**config.mk**
```make
export PLATFORM = sky130hd
export DESIGN_NAME = axil_nonce_sweeper_flat
export DESIGN_NICKNAME = d
export VERILOG_FILES = /design/src/rtl/axil_nonce_sweeper_if.sv /design/src/rtl/axil_nonce_sweeper.sv /design/src/flat_wrapper.sv
export SDC_FILE = /design/constraint.sdc
export NUM_CORES = 2
export LEC_CHECK = 0
export CAP_MARGIN = 10
export CORE_AREA = 2 2 526 528
export DETAILED_ROUTE_END_ITERATION = 10
export DIE_AREA = 0 0 528 530
export GPL_TIMING_DRIVEN = 0
export PLACE_DENSITY = 0.41
export REMOVE_ABC_BUFFERS = 1
export SETUP_SLACK_MARGIN = 0.05
export SYNTH_ARGS = -nofsm -noshare
export SYNTH_HDL_FRONTEND = slang
export SYNTH_SLANG_ARGS = --single-unit
```
**constraint.sdc**
```tcl
create_clock -name M_AXI_ACLK -period 2.7 [get_ports M_AXI_ACLK]
set_clock_uncertainty 0.05 [all_clocks]
set_input_delay 0.54 -clock M_AXI_ACLK [delete_from_list [all_inputs] [get_ports M_AXI_ACLK]]
set_output_delay 0.54 -clock M_AXI_ACLK [all_outputs]
set_load 0.01 [all_outputs]
```
**src/rtl/axil_nonce_sweeper_if.sv**
```systemverilog
// ---------------------------------------------------------------------------
// axil_nonce_sweeper_if
// AXI4-Lite bundle between the nonce sweeper (master) and the miner register
// block (slave).
//   aw*  : write address channel     w* : write data channel
//   b*   : write response channel    ar*: read address channel
//   r*   : read data channel
// Modports: master (sweeper side), slave (register block side).
// ---------------------------------------------------------------------------
interface axil_nonce_sweeper_if #(
    parameter int C_M_AXI_ADDR_WIDTH = 8,
    parameter int C_M_AXI_DATA_WIDTH = 32
);
    logic [C_M_AXI_ADDR_WIDTH-1:0]   awaddr;
    logic                            awvalid;
    logic                            awready;
    logic [C_M_AXI_DATA_WIDTH-1:0]   wdata;
    logic [C_M_AXI_DATA_WIDTH/8-1:0] wstrb;
    logic                            wvalid;
    logic                            wready;
    logic [1:0]                      bresp;
    logic                            bvalid;
    logic                            bready;
    logic [C_M_AXI_ADDR_WIDTH-1:0]   araddr;
    logic                            arvalid;
    logic                            arready;
    logic [C_M_AXI_DATA_WIDTH-1:0]   rdata;
    logic [1:0]                      rresp;
    logic                            rvalid;
    logic                            rready;

    modport master (
        output awaddr, awvalid, wdata, wstrb, wvalid, bready, araddr, arvalid, rready,
        input  awready, wready, bresp, bvalid, arready, rdata, rresp, rvalid
    );

    modport slave (
        input  awaddr, awvalid, wdata, wstrb, wvalid, bready, araddr, arvalid, rready,
        output awready, wready, bresp, bvalid, arready, rdata, rresp, rvalid
    );
endinterface

```
**src/rtl/axil_nonce_sweeper.sv**
```systemverilog
// ---------------------------------------------------------------------------
// axil_nonce_sweeper
// AXI4-Lite master that loads a mining job into the miner register block and
// sweeps a nonce range: write nonce, start, poll STATUS, read HASH on a hit.
// Ports:
//   M_AXI_ACLK, M_AXI_ARESETN : clock, async active-low reset
//   m_axi                     : AXI4-Lite master (axil_nonce_sweeper_if.master)
//   job_valid/job_ready       : job handshake; job_header/target/nonce_start/count
//   abort                     : pulse, honoured at the next transaction boundary
//   res_valid/res_nonce/res_hash : one pulse per found nonce
//   done/done_found           : job-end pulse, with "anything found" flag
//   err                       : sticky bus-error/timeout flag, cleared on job accept
// Optional feature: define SWEEP_TIMEOUT_EN to bound STATUS polling per nonce
// to TIMEOUT_POLLS reads.
// ---------------------------------------------------------------------------
module axil_nonce_sweeper #(
    parameter int C_M_AXI_ADDR_WIDTH = 8,
    parameter int C_M_AXI_DATA_WIDTH = 32,
    parameter logic [C_M_AXI_ADDR_WIDTH-1:0] BASE_ADDR = '0,
    parameter bit STOP_ON_FOUND = 1'b1,
    parameter int TIMEOUT_POLLS = 1024
) (
    input  logic                  M_AXI_ACLK,
    input  logic                  M_AXI_ARESETN,
    axil_nonce_sweeper_if.master  m_axi,
    input  logic                  job_valid,
    output logic                  job_ready,
    input  logic [639:0]          job_header,
    input  logic [255:0]          job_target,
    input  logic [31:0]           job_nonce_start,
    input  logic [31:0]           job_nonce_count,
    input  logic                  abort,
    output logic                  res_valid,
    output logic [31:0]           res_nonce,
    output logic [255:0]          res_hash,
    output logic                  done,
    output logic                  done_found,
    output logic                  err
);
    localparam int A = C_M_AXI_ADDR_WIDTH;

    typedef enum logic [3:0] {
        S_IDLE, S_LD_HDR, S_LD_TGT, S_WR_NONCE, S_WR_START,
        S_POLL, S_RD_HASH, S_REPORT, S_NEXT, S_DONE
    } state_t;

    state_t         state;
    logic [A-1:0]   awaddr_q, araddr_q;
    logic [31:0]    wdata_q;
    logic           awvalid_q, wvalid_q, bready_q, arvalid_q, rready_q;
    logic           aw_ok, w_ok, pend;
    logic [639:0]   hdr_q;
    logic [255:0]   tgt_q;
    logic [31:0]    nonce_q, remain_q;
    logic [4:0]     idx;
    logic           found_q, abort_q;
`ifdef SWEEP_TIMEOUT_EN
    logic [31:0]    poll_cnt;
`endif

    wire [31:0] unused_cfg = 32'(C_M_AXI_DATA_WIDTH) ^ 32'(TIMEOUT_POLLS);

    assign m_axi.awaddr  = awaddr_q;
    assign m_axi.awvalid = awvalid_q;
    assign m_axi.wdata   = wdata_q;
    assign m_axi.wstrb   = 4'hF;
    assign m_axi.wvalid  = wvalid_q;
    assign m_axi.bready  = bready_q;
    assign m_axi.araddr  = araddr_q;
    assign m_axi.arvalid = arvalid_q;
    assign m_axi.rready  = rready_q;

    logic aw_hs, w_hs, ar_hs, wr_cpl, rd_cpl, xfer_cpl, xfer_bad, stop_req;
    assign aw_hs    = awvalid_q & m_axi.awready;
    assign w_hs     = wvalid_q & m_axi.wready;
    assign ar_hs    = arvalid_q & m_axi.arready;
    assign wr_cpl   = bready_q & m_axi.bvalid;
    assign rd_cpl   = rready_q & m_axi.rvalid;
    assign xfer_cpl = wr_cpl | rd_cpl;
    assign xfer_bad = (wr_cpl && m_axi.bresp != 2'b00) || (rd_cpl && m_axi.rresp != 2'b00);
    // An abort arriving on the completing cycle is honoured immediately.
    assign stop_req = abort_q | abort;

    // Transaction the current state issues next.
    logic         op_rd;
    logic [A-1:0] op_off;
    logic [31:0]  op_data;
    always_comb begin
        op_rd   = 1'b0;
        op_off  = '0;
        op_data = '0;
        case (state)
            S_LD_HDR:   begin op_off = A'({idx, 2'b00}); op_data = hdr_q[639:608]; end
            S_LD_TGT:   begin op_off = A'(8'h58) + A'({idx, 2'b00}); op_data = tgt_q[255:224]; end
            // Header bytes are little-endian on the slave side.
            S_WR_NONCE: begin
                op_off  = A'(8'h4C);
                op_data = {nonce_q[7:0], nonce_q[15:8], nonce_q[23:16], nonce_q[31:24]};
            end
            S_WR_START: begin op_off = A'(8'h50); op_data = 32'h1; end
            S_POLL:     begin op_rd = 1'b1; op_off = A'(8'h54); end
            S_RD_HASH:  begin op_rd = 1'b1; op_off = A'(8'h78) + A'({idx, 2'b00}); end
            default:    ;
        endcase
    end

    always_ff @(posedge M_AXI_ACLK or negedge M_AXI_ARESETN) begin
        if (!M_AXI_ARESETN) begin
            state      <= S_IDLE;
            awaddr_q   <= '0;
            araddr_q   <= '0;
            wdata_q    <= '0;
            awvalid_q  <= 1'b0;
            wvalid_q   <= 1'b0;
            bready_q   <= 1'b0;
            arvalid_q  <= 1'b0;
            rready_q   <= 1'b0;
            aw_ok      <= 1'b0;
            w_ok       <= 1'b0;
            pend       <= 1'b0;
            hdr_q      <= '0;
            tgt_q      <= '0;
            nonce_q    <= '0;
            remain_q   <= '0;
            idx        <= '0;
            found_q    <= 1'b0;
            abort_q    <= 1'b0;
            job_ready  <= 1'b1;
            res_valid  <= 1'b0;
            res_nonce  <= '0;
            res_hash   <= '0;
            done       <= 1'b0;
            done_found <= 1'b0;
            err        <= 1'b0;
`ifdef SWEEP_TIMEOUT_EN
            poll_cnt   <= '0;
`endif
        end else begin
            res_valid <= 1'b0;
            done      <= 1'b0;
            if (abort && state != S_IDLE) abort_q <= 1'b1;

            // Channel bookkeeping: AW and W retire independently; B opens once both have.
            if (aw_hs) begin awvalid_q <= 1'b0; aw_ok <= 1'b1; end
            if (w_hs)  begin wvalid_q  <= 1'b0; w_ok  <= 1'b1; end
            if ((aw_ok || aw_hs) && (w_ok || w_hs)) begin
                bready_q <= 1'b1;
                aw_ok    <= 1'b0;
                w_ok     <= 1'b0;
            end
            if (wr_cpl) bready_q <= 1'b0;
            if (ar_hs) begin arvalid_q <= 1'b0; rready_q <= 1'b1; end
            if (rd_cpl) rready_q <= 1'b0;

            case (state)
                S_IDLE: begin
                    if (job_valid && job_ready) begin
                        job_ready <= 1'b0;
                        hdr_q     <= job_header;
                        tgt_q     <= job_target;
                        nonce_q   <= job_nonce_start;
                        remain_q  <= job_nonce_count;
                        idx       <= '0;
                        err       <= 1'b0;
                        found_q   <= 1'b0;
                        abort_q   <= 1'b0;
                        pend      <= 1'b0;
                        state     <= (job_nonce_count == 32'd0) ? S_DONE : S_LD_HDR;
                    end
                end
                S_LD_HDR, S_LD_TGT, S_WR_NONCE, S_WR_START, S_POLL, S_RD_HASH: begin
                    if (!pend) begin
                        // Abort is only honoured between transactions.
                        if (stop_req) begin
                            state <= S_DONE;
                        end else begin
                            pend <= 1'b1;
                            if (op_rd) begin
                                arvalid_q <= 1'b1;
                                araddr_q  <= BASE_ADDR + op_off;
                            end else begin
                                awvalid_q <= 1'b1;
                                wvalid_q  <= 1'b1;
                                awaddr_q  <= BASE_ADDR + op_off;
                                wdata_q   <= op_data;
                            end
                        end
                    end else if (xfer_cpl) begin
                        pend <= 1'b0;
                        if (xfer_bad) begin
                            err   <= 1'b1;
                            state <= S_DONE;
                        end else if (stop_req) begin
                            state <= S_DONE;
                        end else begin
                            case (state)
                                S_LD_HDR: begin
                                    hdr_q <= {hdr_q[607:0], 32'h0};
                                    idx   <= (idx == 5'd18) ? 5'd0 : idx + 5'd1;
                                    if (idx == 5'd18) state <= S_LD_TGT;
                                end
                                S_LD_TGT: begin
                                    tgt_q <= {tgt_q[223:0], 32'h0};
                                    idx   <= (idx == 5'd7) ? 5'd0 : idx + 5'd1;
                                    if (idx == 5'd7) state <= S_WR_NONCE;
                                end
                                S_WR_NONCE: state <= S_WR_START;
                                S_WR_START: begin
                                    state <= S_POLL;
`ifdef SWEEP_TIMEOUT_EN
                                    poll_cnt <= '0;
`endif
                                end
                                S_POLL: begin
                                    if (m_axi.rdata[2]) begin
                                        idx   <= '0;
                                        state <= m_axi.rdata[3] ? S_RD_HASH : S_NEXT;
                                    end else begin
`ifdef SWEEP_TIMEOUT_EN
                                        if (poll_cnt == 32'(TIMEOUT_POLLS - 1)) begin
                                            err   <= 1'b1;
                                            state <= S_DONE;
                                        end else begin
                                            poll_cnt <= poll_cnt + 32'd1;
                                        end
`endif
                                    end
                                end
                                S_RD_HASH: begin
                                    // HASH[0] ends up in the top word after eight shifts.
                                    res_hash <= {res_hash[223:0], m_axi.rdata};
                                    idx      <= idx + 5'd1;
                                    if (idx == 5'd7) state <= S_REPORT;
                                end
                                default: ;
                            endcase
                        end
                    end
                end
                S_REPORT: begin
                    res_valid <= 1'b1;
                    res_nonce <= nonce_q;
                    found_q   <= 1'b1;
                    state     <= STOP_ON_FOUND ? S_DONE : S_NEXT;
                end
                S_NEXT: begin
                    nonce_q  <= nonce_q + 32'd1;
                    remain_q <= remain_q - 32'd1;
                    state    <= (remain_q == 32'd1) ? S_DONE : S_WR_NONCE;
                end
                S_DONE: begin
                    done       <= 1'b1;
                    done_found <= found_q;
                    job_ready  <= 1'b1;
                    state      <= S_IDLE;
                end
                default: state <= S_IDLE;
            endcase
        end
    end
endmodule

```
**src/flat_wrapper.sv**
```systemverilog
// flat-port wrapper written by rule: the top's interface ports become plain ports
module axil_nonce_sweeper_flat 
#(
    parameter int C_M_AXI_ADDR_WIDTH = 8,
    parameter int C_M_AXI_DATA_WIDTH = 32,
    parameter logic [C_M_AXI_ADDR_WIDTH-1:0] BASE_ADDR = '0,
    parameter bit STOP_ON_FOUND = 1'b1,
    parameter int TIMEOUT_POLLS = 1024
)
  (M_AXI_ACLK, M_AXI_ARESETN, job_valid, job_ready, job_header, job_target, job_nonce_start, job_nonce_count, abort, res_valid, res_nonce, res_hash, done, done_found, err, m_axi_awaddr, m_axi_awvalid, m_axi_wdata, m_axi_wstrb, m_axi_wvalid, m_axi_bready, m_axi_araddr, m_axi_arvalid, m_axi_rready, m_axi_awready, m_axi_wready, m_axi_bresp, m_axi_bvalid, m_axi_arready, m_axi_rdata, m_axi_rresp, m_axi_rvalid);
  axil_nonce_sweeper_if #(.C_M_AXI_ADDR_WIDTH(C_M_AXI_ADDR_WIDTH), .C_M_AXI_DATA_WIDTH(C_M_AXI_DATA_WIDTH)) m_axi_i ();
  input  logic M_AXI_ACLK;
  input  logic M_AXI_ARESETN;
  input  logic job_valid;
  output logic job_ready;
  input  logic [639:0] job_header;
  input  logic [255:0] job_target;
  input  logic [31:0] job_nonce_start;
  input  logic [31:0] job_nonce_count;
  input  logic abort;
  output logic res_valid;
  output logic [31:0] res_nonce;
  output logic [255:0] res_hash;
  output logic done;
  output logic done_found;
  output logic err;
  output wire logic [$bits(m_axi_i.awaddr)-1:0] m_axi_awaddr;
  output wire logic [$bits(m_axi_i.awvalid)-1:0] m_axi_awvalid;
  output wire logic [$bits(m_axi_i.wdata)-1:0] m_axi_wdata;
  output wire logic [$bits(m_axi_i.wstrb)-1:0] m_axi_wstrb;
  output wire logic [$bits(m_axi_i.wvalid)-1:0] m_axi_wvalid;
  output wire logic [$bits(m_axi_i.bready)-1:0] m_axi_bready;
  output wire logic [$bits(m_axi_i.araddr)-1:0] m_axi_araddr;
  output wire logic [$bits(m_axi_i.arvalid)-1:0] m_axi_arvalid;
  output wire logic [$bits(m_axi_i.rready)-1:0] m_axi_rready;
  input wire logic [$bits(m_axi_i.awready)-1:0] m_axi_awready;
  input wire logic [$bits(m_axi_i.wready)-1:0] m_axi_wready;
  input wire logic [$bits(m_axi_i.bresp)-1:0] m_axi_bresp;
  input wire logic [$bits(m_axi_i.bvalid)-1:0] m_axi_bvalid;
  input wire logic [$bits(m_axi_i.arready)-1:0] m_axi_arready;
  input wire logic [$bits(m_axi_i.rdata)-1:0] m_axi_rdata;
  input wire logic [$bits(m_axi_i.rresp)-1:0] m_axi_rresp;
  input wire logic [$bits(m_axi_i.rvalid)-1:0] m_axi_rvalid;
  assign m_axi_awaddr = m_axi_i.awaddr;
  assign m_axi_awvalid = m_axi_i.awvalid;
  assign m_axi_wdata = m_axi_i.wdata;
  assign m_axi_wstrb = m_axi_i.wstrb;
  assign m_axi_wvalid = m_axi_i.wvalid;
  assign m_axi_bready = m_axi_i.bready;
  assign m_axi_araddr = m_axi_i.araddr;
  assign m_axi_arvalid = m_axi_i.arvalid;
  assign m_axi_rready = m_axi_i.rready;
  assign m_axi_i.awready = m_axi_awready;
  assign m_axi_i.wready = m_axi_wready;
  assign m_axi_i.bresp = m_axi_bresp;
  assign m_axi_i.bvalid = m_axi_bvalid;
  assign m_axi_i.arready = m_axi_arready;
  assign m_axi_i.rdata = m_axi_rdata;
  assign m_axi_i.rresp = m_axi_rresp;
  assign m_axi_i.rvalid = m_axi_rvalid;
  axil_nonce_sweeper #(.C_M_AXI_ADDR_WIDTH(C_M_AXI_ADDR_WIDTH), .C_M_AXI_DATA_WIDTH(C_M_AXI_DATA_WIDTH), .BASE_ADDR(BASE_ADDR), .STOP_ON_FOUND(STOP_ON_FOUND), .TIMEOUT_POLLS(TIMEOUT_POLLS)) u_core (.M_AXI_ACLK(M_AXI_ACLK), .M_AXI_ARESETN(M_AXI_ARESETN), .m_axi(m_axi_i), .job_valid(job_valid), .job_ready(job_ready), .job_header(job_header), .job_target(job_target), .job_nonce_start(job_nonce_start), .job_nonce_count(job_nonce_count), .abort(abort), .res_valid(res_valid), .res_nonce(res_nonce), .res_hash(res_hash), .done(done), .done_found(done_found), .err(err));
endmodule
```
==> run_summary.xml <==
<?xml version="1.0" encoding="UTF-8"?>
<metrics>
  <group name="status">
    <metric name="outcome" unit="">complete, but fails checks</metric>
    <metric name="failed_checks" unit="">setup timing</metric>
  </group>
  <group name="timing">
    <metric name="worst_slew_pin_slew" unit="ns">1.06</metric>
    <metric name="finalSetupViolCount" unit="">1331</metric>
    <metric name="period_minus_slack" unit="ns">3.48</metric>
    <metric name="rsz_0062_raised_after_global_routing" unit="">true</metric>
    <metric name="setup_tns" unit="ns">-453.51</metric>
    <metric name="count_of_final_hold_check_violations" unit="">0</metric>
    <metric name="slew_violations" unit="">0</metric>
    <metric name="clock.fmax" unit="GHz">0.287</metric>
    <metric name="final.setup.worst_slack" unit="ns">-0.781</metric>
    <metric name="finalCritPeriodShare" unit="">1.29</metric>
    <metric name="timing.slew.headroom" unit="">0.292</metric>
  </group>
  <group name="critical_path">
    <metric name="setup.worst_path.end_class" unit="">flip-flop</metric>
    <metric name="critical_path_data_required_time" unit="ns">3.35</metric>
    <metric name="critPathMaxFanout" unit="">7</metric>
    <metric name="worstReg2RegEnd" unit="">u_core.hdr_q[186]$_DFFE_PN0P_</metric>
    <metric name="rr_worst_depth" unit="">16</metric>
    <metric name="reg2reg_slack" unit="ns">-0.78</metric>
    <metric name="timing.setup.critical_path_class" unit="">reg -&gt; reg</metric>
    <metric name="timing.critical_path.from_type" unit="">flip-flop</metric>
    <metric name="critical_path_arrival" unit="ns">4.13</metric>
    <metric name="timing.rr.start" unit="">u_core.state[0]$_DFFE_PN0P_</metric>
  </group>
  <group name="hold_path">
    <metric name="hold_path.class" unit="">in -&gt; reg</metric>
    <metric name="hold_sp" unit="">job_nonce_start[26]</metric>
    <metric name="timing.hold.worst_path_depth" unit="">3</metric>
    <metric name="timing.hold.worst_endpoint" unit="">u_core.nonce_q[26]$_DFFE_PN0P_</metric>
  </group>
  <group name="clock_tree">
    <metric name="cts_buffers" unit="">178</metric>
    <metric name="tritoncts_num_sinks" unit="">1316</metric>
    <metric name="h-tree-depth" unit="">4</metric>
    <metric name="cts_tree" unit="">built</metric>
    <metric name="worst_setup_hold_path_clk_slew" unit="ns">0.06</metric>
    <metric name="clockRootBuffer" unit="">clkbuf_16</metric>
    <metric name="worst_skew_pair.late_latency" unit="ns">0.84</metric>
    <metric name="max-clock-path-buffers" unit="">4</metric>
  </group>
  <group name="floorplanning">
    <metric name="die_height" unit="um">530</metric>
    <metric name="floorplan.die_area" unit="sq um">280000</metric>
    <metric name="row_count" unit="">193</metric>
    <metric name="pin_count" unit="">1355</metric>
    <metric name="die_x" unit="um">528</metric>
    <metric name="design.core.area" unit="sq um">275000</metric>
    <metric name="initial_core_utilization" unit="">0.220</metric>
  </group>
  <group name="power">
    <metric name="cellPowerDensity" unit="nW/um^2">1070</metric>
    <metric name="power.leakage" unit="nW">42.1</metric>
    <metric name="peakVddDrop" unit="uV">558</metric>
  </group>
  <group name="cells_and_area">
    <metric name="final_nets" unit="">8371</metric>
    <metric name="layout-drive-gt1-share" unit="">0.203</metric>
    <metric name="layout.cells.most_common_list" unit="">nand2_1, clkdlybuf4s50_1, dfrtp_1</metric>
    <metric name="layout_commonest_cell" unit="">nand2_1</metric>
    <metric name="final_area" unit="sq um">89500</metric>
    <metric name="syn2layout_area_growth" unit="%">47.8</metric>
  </group>
  <group name="job">
    <metric name="maxCapViolations" unit="">0</metric>
  </group>
  <group name="synthesis">
    <metric name="post_synth_instance_area" unit="sq um">60500</metric>
    <metric name="netlist-cell-type-count" unit="">73</metric>
    <metric name="yosys_most_used_dff" unit="">dfrtp_1</metric>
    <metric name="async_flop_share" unit="">1.00</metric>
    <metric name="yosys.area_share.xor_xnor" unit="">0.000434</metric>
    <metric name="synth_compound_gate_area_share" unit="">0.0599</metric>
    <metric name="yosys_warnings" unit="">0</metric>
    <metric name="yosys.area_share.simple" unit="">0.163</metric>
    <metric name="synth-seq-area-share" unit="">0.544</metric>
    <metric name="synth_top_family_by_area" unit="">multiplexers</metric>
    <metric name="synth_seq_cells" unit="">1316</metric>
    <metric name="synth.avg_cell_area" unit="sq um">10.3</metric>
    <metric name="cell_count_after_synthesis" unit="">5905</metric>
    <metric name="synth_adder_area_share" unit="">0.00161</metric>
    <metric name="synth.area.mux_share" unit="">0.200</metric>
    <metric name="edff_count_synth" unit="">0</metric>
  </group>
  <group name="grt">
    <metric name="grt_pass1_wl" unit="mm">383</metric>
    <metric name="antenna_found_initial" unit="">177</metric>
    <metric name="first_global_vias" unit="">50214</metric>
    <metric name="grt_start_max_net_pins" unit="">155</metric>
    <metric name="gr-total-overflow" unit="">0</metric>
    <metric name="grt_usage" unit="">0.188</metric>
  </group>
  <group name="route">
    <metric name="remaining_drc_errors" unit="">0</metric>
    <metric name="detail-route-antenna-nets" unit="">0</metric>
    <metric name="vias_per_cell" unit="">4.47</metric>
    <metric name="routed_wire_length_per_instance" unit="um">24.9</metric>
    <metric name="detailroute.via_count" unit="">49968</metric>
    <metric name="drt_initial_violations" unit="">3092</metric>
    <metric name="wl_final" unit="mm">278</metric>
    <metric name="detail_route.first_pass.iterations" unit="">8</metric>
  </group>
  <group name="placed_design">
    <metric name="port_buffers" unit="">1346</metric>
    <metric name="postPlaceCellArea" unit="sq um">79400</metric>
    <metric name="dp_hpwl" unit="mm">191</metric>
    <metric name="gp_congestion" unit="">0.829</metric>
  </group>
</metrics>
-- what timing repair did --
action	in CTS	in global routing
resized for setup	85	67
buffers inserted	73	68
setup endpoints to repair	1285	1664
hold endpoints to repair	85	482
cloned	53	38
pin swaps	10	9
hold buffers	2	1
-- cells by family after synthesis --
logic type      Yosys count
other cells               2
compound gates          577
buf+inv                 444
flops                  1316
mux                    1103
fa+ha+maj                 8
simple gates           2452
xor+xnor                  3
-- power by group --
group	switching, mW	internal (mW)	leakage (nW)
Combinational	20.4	20.0	22.3
Clock	9.69	14.2	2.84
Sequential	4.38	26.7	17.0
-- registers in the layout (all words and copies together) (netlist names), 4 cells and up --
signal               cells
u_core.m_axi.awaddr      6
u_core.nonce_q          32
u_core.hdr_q           640
u_core.m_axi.araddr      6
u_core.res_nonce        32
u_core.m_axi.wdata      32
u_core.idx               5
u_core.res_hash        256
u_core.tgt_q           256
u_core.state             4
u_core.remain_q         32
-- metal layers --
| layer | part of all wire | global-route usage | up-vias | routed length, um |
|---|---|---|---|---|
| met5 | 0.0028 | 0 | - | 790 |
| met3 | 0.073 | 0.0591 | 501 | 20400 |
| met1 | 0.42 | 0.236 | 24860 | 117000 |
| met4 | 0.030 | 0.0606 | 120 | 8480 |
| li1 | - | - | 23076 | - |
| met2 | 0.47 | 0.306 | 1411 | 131000 |
-- final cells by class --
class                      instances  area, sq um
timing repair buffer            1682        19900
inverter                          25         96.3
sequential                      1316        32900
fill                           28156       185000
clock inverter                    31          382
clock buffer                     287         5440
antenna                           70          175
tap                             3607         4510
multi-input combinational       4156        26100
-- synth_stat cells (24+ instances only) --
master / instances / area, sq um
dfrtp_1: 1315 / 32900
inv_1: 24 / 90.1
buf_1: 31 / 116
mux2_2: 872 / 9820
o21ai_0: 190 / 951
nand2_1: 2014 / 7560
a21oi_1: 67 / 335
clkbuf_1: 285 / 1070
nor2_1: 66 / 248
o21ai_1: 102 / 510
a22o_1: 96 / 841
nand3_1: 259 / 1300
buf_2: 92 / 460
mux2i_1: 231 / 2310
-- critical path: stages (launching register included) --
cell	delay, ns
dfrtp_4	0.53
buf_4	0.18
or4_4	0.56
nor2_4	0.18
a21oi_4	0.08
buf_12	0.15
buf_16	0.13
buf_16	0.14
buf_16	0.13
buf_16	0.12
buf_16	0.12
buf_16	0.12
buf_16	0.13
buf_16	0.13
buf_16	0.15
buf_16	0.15
mux2_2	0.27
-- how the worst max path moves through the flow --
stage / from / end / depth (start not counted)
3_3_place_gp: u_core.state[2]$_DFFE_PN0P_ / u_core.hdr_q[118]$_DFFE_PN0P_ / 4
4_1_cts: u_core.state[1]$_DFFE_PN0P_ / u_core.hdr_q[186]$_DFFE_PN0P_ / 16
3_5_place_dp: u_core.state[2]$_DFFE_PN0P_ / u_core.hdr_q[218]$_DFFE_PN0P_ / 16
5_1_grt: u_core.state[2]$_DFFE_PN0P_ / u_core.hdr_q[345]$_DFFE_PN0P_ / 17
2_1_floorplan: u_core.state[2]$_DFFE_PN0P_ / u_core.hdr_q[100]$_DFFE_PN0P_ / 5
6_report: u_core.state[0]$_DFFE_PN0P_ / u_core.hdr_q[186]$_DFFE_PN0P_ / 16
-- through the flow --
| stage | util | instances | setup WS (ns) | total power [mW] | hold WS, ns |
|---|---|---|---|---|---|
| CTS | 0.319 | 11003 | -0.857 | 95.8 | 0.134 |
| floorplan | - | 5492 | -53.07 | 45.2 | 0.194 |
| global placement | 0.280 | 10445 | -146.01 | 53.9 | 0.413 |
| detailed placement | 0.289 | 10557 | -3.01 | 65.9 | 0.413 |
| global route | 0.325 | 11143 | -0.830 | 102 | 0.201 |
| finish | 0.326 | 11174 | -0.781 | 95.4 | 0.226 |
No activity file was read; power rests on OpenSTA's default activity.
